===== config.mk =====
export PLATFORM = sky130hd
export DESIGN_NAME = draw_lives
export DESIGN_NICKNAME = d
export VERILOG_FILES = /design/src/rtl/draw_lives.sv
export SDC_FILE = /design/constraint.sdc
export NUM_CORES = 1
export LEC_CHECK = 0
export ABC_AREA = 1
export BUFFER_PORTS_ARGS = -buffer_cell sky130_fd_sc_hd__buf_4
export CAP_MARGIN = 10
export CELL_PAD_IN_SITES_DETAIL_PLACEMENT = 0
export CELL_PAD_IN_SITES_GLOBAL_PLACEMENT = 1
export CORE_UTILIZATION = 40
export CTS_CLUSTER_SIZE = 24
export DETAILED_ROUTE_END_ITERATION = 8
export PLACE_DENSITY = 0.87
export REMOVE_ABC_BUFFERS = 1
export SLEW_MARGIN = 15
export SYNTH_ARGS = -nofsm -noshare
export SYNTH_HDL_FRONTEND = slang
export SYNTH_SLANG_ARGS = --single-unit

===== constraint.sdc =====
create_clock -name clk -period 5.7 [get_ports clk]
set_input_delay 1.14 -clock clk [delete_from_list [all_inputs] [get_ports clk]]
set_output_delay 1.14 -clock clk [all_outputs]
set_load 0.01 [all_outputs]

===== src/rtl/draw_lives.sv =====
// draw_lives: overlays a row of heart sprites (remaining lives) onto the video stream and owns the lives counter.
// Define HEART_BLINK_EN to build the frame-counted blink of the most recently lost heart.
module draw_lives #(
    parameter int          X_POS        = 10,
    parameter int          Y_POS        = 10,
    parameter int          SPACING      = 32,
    parameter int          MAX_LIVES    = 3,
    parameter int          HEART_W      = 29,
    parameter int          HEART_H      = 31,
    parameter int          BLINK_FRAMES = 64,
    parameter logic [11:0] KEY_COLOR    = 12'h000
) (
    input  logic        clk,
    input  logic        rst,
    input  logic [10:0] hcount_in,
    input  logic [10:0] vcount_in,
    input  logic        hsync_in,
    input  logic        vsync_in,
    input  logic        hblnk_in,
    input  logic        vblnk_in,
    input  logic [11:0] rgb_in,
    input  logic        life_lost,
    input  logic        new_game,
    input  logic [11:0] rgb_pixel,
    output logic [9:0]  pixel_addr,
    output logic [10:0] hcount_out,
    output logic [10:0] vcount_out,
    output logic        hsync_out,
    output logic        vsync_out,
    output logic        hblnk_out,
    output logic        vblnk_out,
    output logic [11:0] rgb_out,
    output logic [2:0]  lives,
    output logic        game_over
);

    localparam int          TW   = 26;
    localparam logic [11:0] Y_LO = 12'(Y_POS);
    localparam logic [11:0] Y_HI = 12'(Y_POS + HEART_H);

    logic [MAX_LIVES-1:0] hit_vec;
    logic [4:0]           dx_vec [MAX_LIVES];
    logic                 in_y;
    logic [4:0]           dy_comb;
    logic                 hit_comb;
    logic [2:0]           idx_comb;
    logic [4:0]           dx_comb;

    logic [9:0]    pixel_addr_reg;
    logic          hit_s1_reg;
    logic          hit_s2_reg;
    logic [2:0]    idx_s1_reg;
    logic [2:0]    idx_s2_reg;
    logic [TW-1:0] tim_in;
    logic [TW-1:0] tim_reg [3];
    logic [11:0]   rgb_s1_reg;
    logic [11:0]   rgb_s2_reg;
    logic [11:0]   rgb_out_reg;
    logic [2:0]    lives_reg;
    logic          lose_ok;
    logic          heart_visible;
    logic          draw;

    // Stage 1: heart hit decode. Only the low 5 bits of each offset reach the ROM.
    assign in_y    = ({1'b0, vcount_in} >= Y_LO) && ({1'b0, vcount_in} < Y_HI);
    assign dy_comb = vcount_in[4:0] - Y_LO[4:0];

    generate
        for (genvar gi = 0; gi < MAX_LIVES; gi++) begin : g_heart
            localparam logic [11:0] HX_LO = 12'(X_POS + gi * SPACING);
            localparam logic [11:0] HX_HI = 12'(X_POS + gi * SPACING + HEART_W);
            assign hit_vec[gi] = in_y && ({1'b0, hcount_in} >= HX_LO) && ({1'b0, hcount_in} < HX_HI);
            assign dx_vec[gi]  = hcount_in[4:0] - HX_LO[4:0];
        end
    endgenerate

    always_comb begin
        hit_comb = 1'b0;
        idx_comb = 3'd0;
        dx_comb  = 5'd0;
        for (int k = MAX_LIVES - 1; k >= 0; k--) begin
            if (hit_vec[k]) begin
                hit_comb = 1'b1;
                idx_comb = 3'(k);
                dx_comb  = dx_vec[k];
            end
        end
    end

    always_ff @(posedge clk or posedge rst) begin
        if (rst) begin
            pixel_addr_reg <= 10'd0;
            hit_s1_reg     <= 1'b0;
            idx_s1_reg     <= 3'd0;
            rgb_s1_reg     <= 12'd0;
        end else begin
            pixel_addr_reg <= hit_comb ? {dy_comb, dx_comb} : 10'd0;
            hit_s1_reg     <= hit_comb;
            idx_s1_reg     <= idx_comb;
            rgb_s1_reg     <= rgb_in;
        end
    end

    // Timing bundle {hcount, vcount, hsync, vsync, hblnk, vblnk} rides a 3-deep shift chain.
    assign tim_in = {hcount_in, vcount_in, hsync_in, vsync_in, hblnk_in, vblnk_in};

    generate
        for (genvar gi = 0; gi < 3; gi++) begin : g_tim
            if (gi == 0) begin : g_first
                always_ff @(posedge clk or posedge rst) begin
                    if (rst) tim_reg[gi] <= '0;
                    else     tim_reg[gi] <= tim_in;
                end
            end else begin : g_next
                always_ff @(posedge clk or posedge rst) begin
                    if (rst) tim_reg[gi] <= '0;
                    else     tim_reg[gi] <= tim_reg[gi-1];
                end
            end
        end
    endgenerate

    // Lives counter: new_game has priority; a hit at zero lives is ignored.
    assign lose_ok = life_lost && !new_game && (lives_reg != 3'd0);

    always_ff @(posedge clk or posedge rst) begin
        if (rst) begin
            lives_reg <= 3'(MAX_LIVES);
        end else if (new_game) begin
            lives_reg <= 3'(MAX_LIVES);
        end else if (lose_ok) begin
            lives_reg <= lives_reg - 3'd1;
        end
    end

`ifdef HEART_BLINK_EN
    localparam int CW = ($clog2(BLINK_FRAMES + 1) < 3) ? 3 : $clog2(BLINK_FRAMES + 1);

    typedef enum logic {IDLE, BLINK} blink_state_t;

    blink_state_t  state_reg;
    logic [CW-1:0] frame_cnt_reg;
    logic [CW-1:0] cnt_dec;
    logic          phase_reg;
    logic          vsync_prev_reg;
    logic          frame_tick;

    assign frame_tick = vsync_in && !vsync_prev_reg;
    assign cnt_dec    = frame_cnt_reg - CW'(1);

    always_ff @(posedge clk or posedge rst) begin
        if (rst) begin
            state_reg      <= IDLE;
            frame_cnt_reg  <= '0;
            phase_reg      <= 1'b0;
            vsync_prev_reg <= 1'b0;
        end else begin
            vsync_prev_reg <= vsync_in;
            if (new_game) begin
                state_reg     <= IDLE;
                frame_cnt_reg <= '0;
                phase_reg     <= 1'b0;
            end else if (lose_ok) begin
                state_reg     <= BLINK;
                frame_cnt_reg <= CW'(BLINK_FRAMES);
                phase_reg     <= 1'b1;
            end else if (state_reg == BLINK && frame_tick) begin
                frame_cnt_reg <= cnt_dec;
                if (cnt_dec == '0) begin
                    state_reg <= IDLE;
                    phase_reg <= 1'b0;
                end else if (cnt_dec[2:0] == 3'd0) begin
                    phase_reg <= ~phase_reg;
                end
            end
        end
    end

    // The just-lost heart sits at index == lives and is shown only during on-phases.
    always_comb begin
        heart_visible = (idx_s2_reg < lives_reg);
        if (state_reg == BLINK && phase_reg && idx_s2_reg == lives_reg) begin
            heart_visible = 1'b1;
        end
    end
`else
    always_comb begin
        heart_visible = (idx_s2_reg < lives_reg);
    end
`endif

    // Stage 3: rgb_pixel is aligned with the stage-2 registers here.
    assign draw = hit_s2_reg && heart_visible && (rgb_pixel != KEY_COLOR)
                  && !tim_reg[1][1] && !tim_reg[1][0];

    always_ff @(posedge clk or posedge rst) begin
        if (rst) begin
            hit_s2_reg  <= 1'b0;
            idx_s2_reg  <= 3'd0;
            rgb_s2_reg  <= 12'd0;
            rgb_out_reg <= 12'd0;
        end else begin
            hit_s2_reg  <= hit_s1_reg;
            idx_s2_reg  <= idx_s1_reg;
            rgb_s2_reg  <= rgb_s1_reg;
            rgb_out_reg <= draw ? rgb_pixel : rgb_s2_reg;
        end
    end

    assign pixel_addr = pixel_addr_reg;
    assign hcount_out = tim_reg[2][25:15];
    assign vcount_out = tim_reg[2][14:4];
    assign hsync_out  = tim_reg[2][3];
    assign vsync_out  = tim_reg[2][2];
    assign hblnk_out  = tim_reg[2][1];
    assign vblnk_out  = tim_reg[2][0];
    assign rgb_out    = rgb_out_reg;
    assign lives      = lives_reg;
    assign game_over  = (lives_reg == 3'd0);

endmodule

==> flow_metrics.py <==
metrics = {
    "synth": {
        "async_reset_ff_frac": 1.00,
        "synth_adder_area_share": 0.0232,
        "seq_area_frac_synth": 0.772,
        "synthXorXnorAreaFrac": 0.0102,
        "ys_ff_latch": 133,
        "synth_compound_area_frac": 0.0244,
        "yosysMostFrequentCell": "dfrtp_1",
        "ys_types": 25,
        "syn_inst": 318,
        "ys_warn_count": 0,
        "synthDominantCellAreaShare": 0.760,
        "synthFlopType": "dfrtp_1",
        "synth_area_um2": 4310,
        "synth.area.mux_share": 0,
        "synth-edff-count": 0,
        "yosysTopAreaCell": "dfrtp_1",
        "yosys-top-cells-count": "dfrtp_1, nand2_1, inv_1",
        "yosys.area_share.simple": 0.0952,
        "syn_area_per_cell_um2": 13.6,
        "yosys-top-cells-area": "dfrtp_1, buf_4, nand2_1",
        "synth_top_family_by_area": "simple AND/OR/NAND/NOR gates",
    },
    "floorplanning": {
        "fp.dieH_um": 106,
        "start_util": 0.416,
        "rows": 37,
        "die_area_um2": 11200,
        "dieWidth_um": 106,
        "io_pins": 106,
        "design.core.area_um2": 10400,
    },
    "cells_and_area": {
        "area_delta_synth_final_pct": 31.2,
        "largest_reg_flops": 52,
        "final_nets": 479,
        "antenna_cells": 0,
        "final_cell_area_um2": 5660,
        "finalNonFillerCells": 566,
        "drive_gt1_frac": 0.358,
    },
    "placement": {
        "hpwl_um": 4810,
        "dpl_cell_area_um2": 5090,
        "place_inst": 534,
        "gp_congestion": 0.846,
        "port_buffers": 105,
    },
    "pwr": {
        "internal_power_uw": 1670,
        "pwr-share-comb": 0.055,
        "pwr-share-seq": 0.469,
        "power_uw": 2130,
        "p_sw_uw": 456,
        "power.density_nw_per_um2": 377,
        "leakage_uw": 0.00285,
        "clock_power_share": 0.476,
        "switching_share": 0.214,
        "peakVddDrop_v": 0.000174,
    },
    "global_route": {
        "antenna_found_initial": 0,
        "grt_pass1_vias": 2417,
        "grt_usage": 0.138,
        "grt_pass1_wl_um": 11500,
        "grt_overflow": 0,
        "grt_start_max_net_pins": 134,
    },
    "drt": {
        "drc": 0,
        "firstDrtPassIters": 4,
        "routed-wl-met2_um": 3660,
        "top_layer": "met4",
        "wirelength_um": 6950,
        "ant_nets": 0,
        "wl_per_cell_um": 12.3,
        "dr_wl_met3_um": 406,
        "drtIter0Drc": 115,
        "vias": 2422,
        "m1WireLength_um": 2770,
        "vias_per_cell": 4.28,
    },
    "timing": {
        "setup_viol": 0,
        "timing.hold.ws_ns": 0.339,
        "worst_slew_pin_slew_ns": 0.826,
        "skew_ns": 0.00846,
        "fmax_mhz": 370,
        "finalMaxSlewViolations": 0,
        "hold_viol": 0,
        "fin_setup_tns_ns": 0,
        "period_minus_slack_ns": 2.70,
        "rsz0062_at_grt": "no",
        "relSlewSlack": 0.450,
        "finalCritPeriodShare": 0.474,
    },
    "clock_network": {
        "cts_setup_buffers": 0,
        "htreeDepth": 4,
        "clk_pin_slew_ns": 0.06,
        "clk_path_buf_depth": 2,
        "cts.hold.buffers_added": 0,
        "cts_made_buffers": 17,
        "post_cts_resized": 0,
        "cts_root_buf": "clkbuf_8",
        "tritoncts": "done",
        "clock_latency_ns": 0.50,
        "numClockSinks": 133,
    },
    "status": {
        "status": "finished, final reports clean",
    },
    "run": {
        "cap_violations": 0,
    },
    "critical_path": {
        "critical_path_required_ns": 4.56,
        "worst_setup_path_end_kind": "primary output",
        "cp.arrival_ns": 1.56,
        "critical_path_class": "flip-flop to primary output",
        "worst_setup_path_start_kind": "flip-flop",
        "path_max_fanout": 3,
    },
    "hold_path": {
        "hp-class": "flip-flop to flip-flop",
    },
}
[worst max-delay path: stages, from the launching register on]
cell,delay (ns)
dfstp_2,0.55
inv_1,0.07
ha_1,0.17
inv_1,0.08
nor2_1,0.05
buf_4,0.15
[logic make-up (layout without fill, tap and decap cells)]
family / count (synthesis) / in the layout
adders and majority gates: 8 / 8
xor gates and xnor gates: 5 / 5
DFF: 133 / 133
AOI/OAI and AO/OA: 20 / 20
buffers and inverters: 61 / 173
and+or+nand+nor: 91 / 91
[power groups by stage]
stage | combinational (uW) | clock (uW) | sequential (uW)
global route | 130 | 1090 | 1000
global placement | 117 | 0 | 1020
finish | 116 | 1010 | 1000
floorplan | 40.0 | 0 | 1020
detailed placement | 119 | 0 | 1020
CTS | 119 | 1040 | 1000
[final cells by class]
type / instances / area [um2]
fill: 876 / 4710
timing repair buffer: 105 / 788
clock inverter: 12 / 130
tap: 136 / 170
inverter: 36 / 143
clock buffer: 20 / 435
multi-input combinational: 124 / 659
sequential: 133 / 3330
[metrics by stage]
step,utilization,setup WS [ns]
after floorplan,-,1.01
after global placement,0.491,3.18
after detailed placement,0.491,3.04
after CTS,0.545,2.97
after global routing,0.545,2.91
final,0.545,3.00
[final timing paths]
check,start,end,slack [ns],cells after the start
max,lives[1],game_over,3.00,5
min,tim_reg[48],hcount_out[7],0.34,0
max reg2reg,lives[1],rgb_out[4],3.66,8
min reg2reg,tim_reg[48],hcount_out[7],0.34,0
max in group asynchronous,rst,vcount_out[3],4.32,2
min in group asynchronous,rst,tim_reg[29],0.84,2
[per-layer routing]
layer | up-vias | global-route usage
met5 | - | 0
met4 | 0 | 0.0685
met3 | 11 | 0.0451
met2 | 75 | 0.225
met1 | 1175 | 0.165
li1 | 1161 | -
[cell usage in the layout, fill, tap and decap left out, drive strengths merged]
cell type and count:
dfstp 2, dfrtp 131, a31oi 1, nand3b 1
nand2 41, inv 36, nor3 3, bufinv 2
a21oi 4, o21ai 15, clkinvlp 2, clkinv 8
xor2 5, nand3 10, nor3b 1, nand4 4
clkbuf 20, buf 105, ha 8, nor2 31
Power figures use the tool's default switching activity.
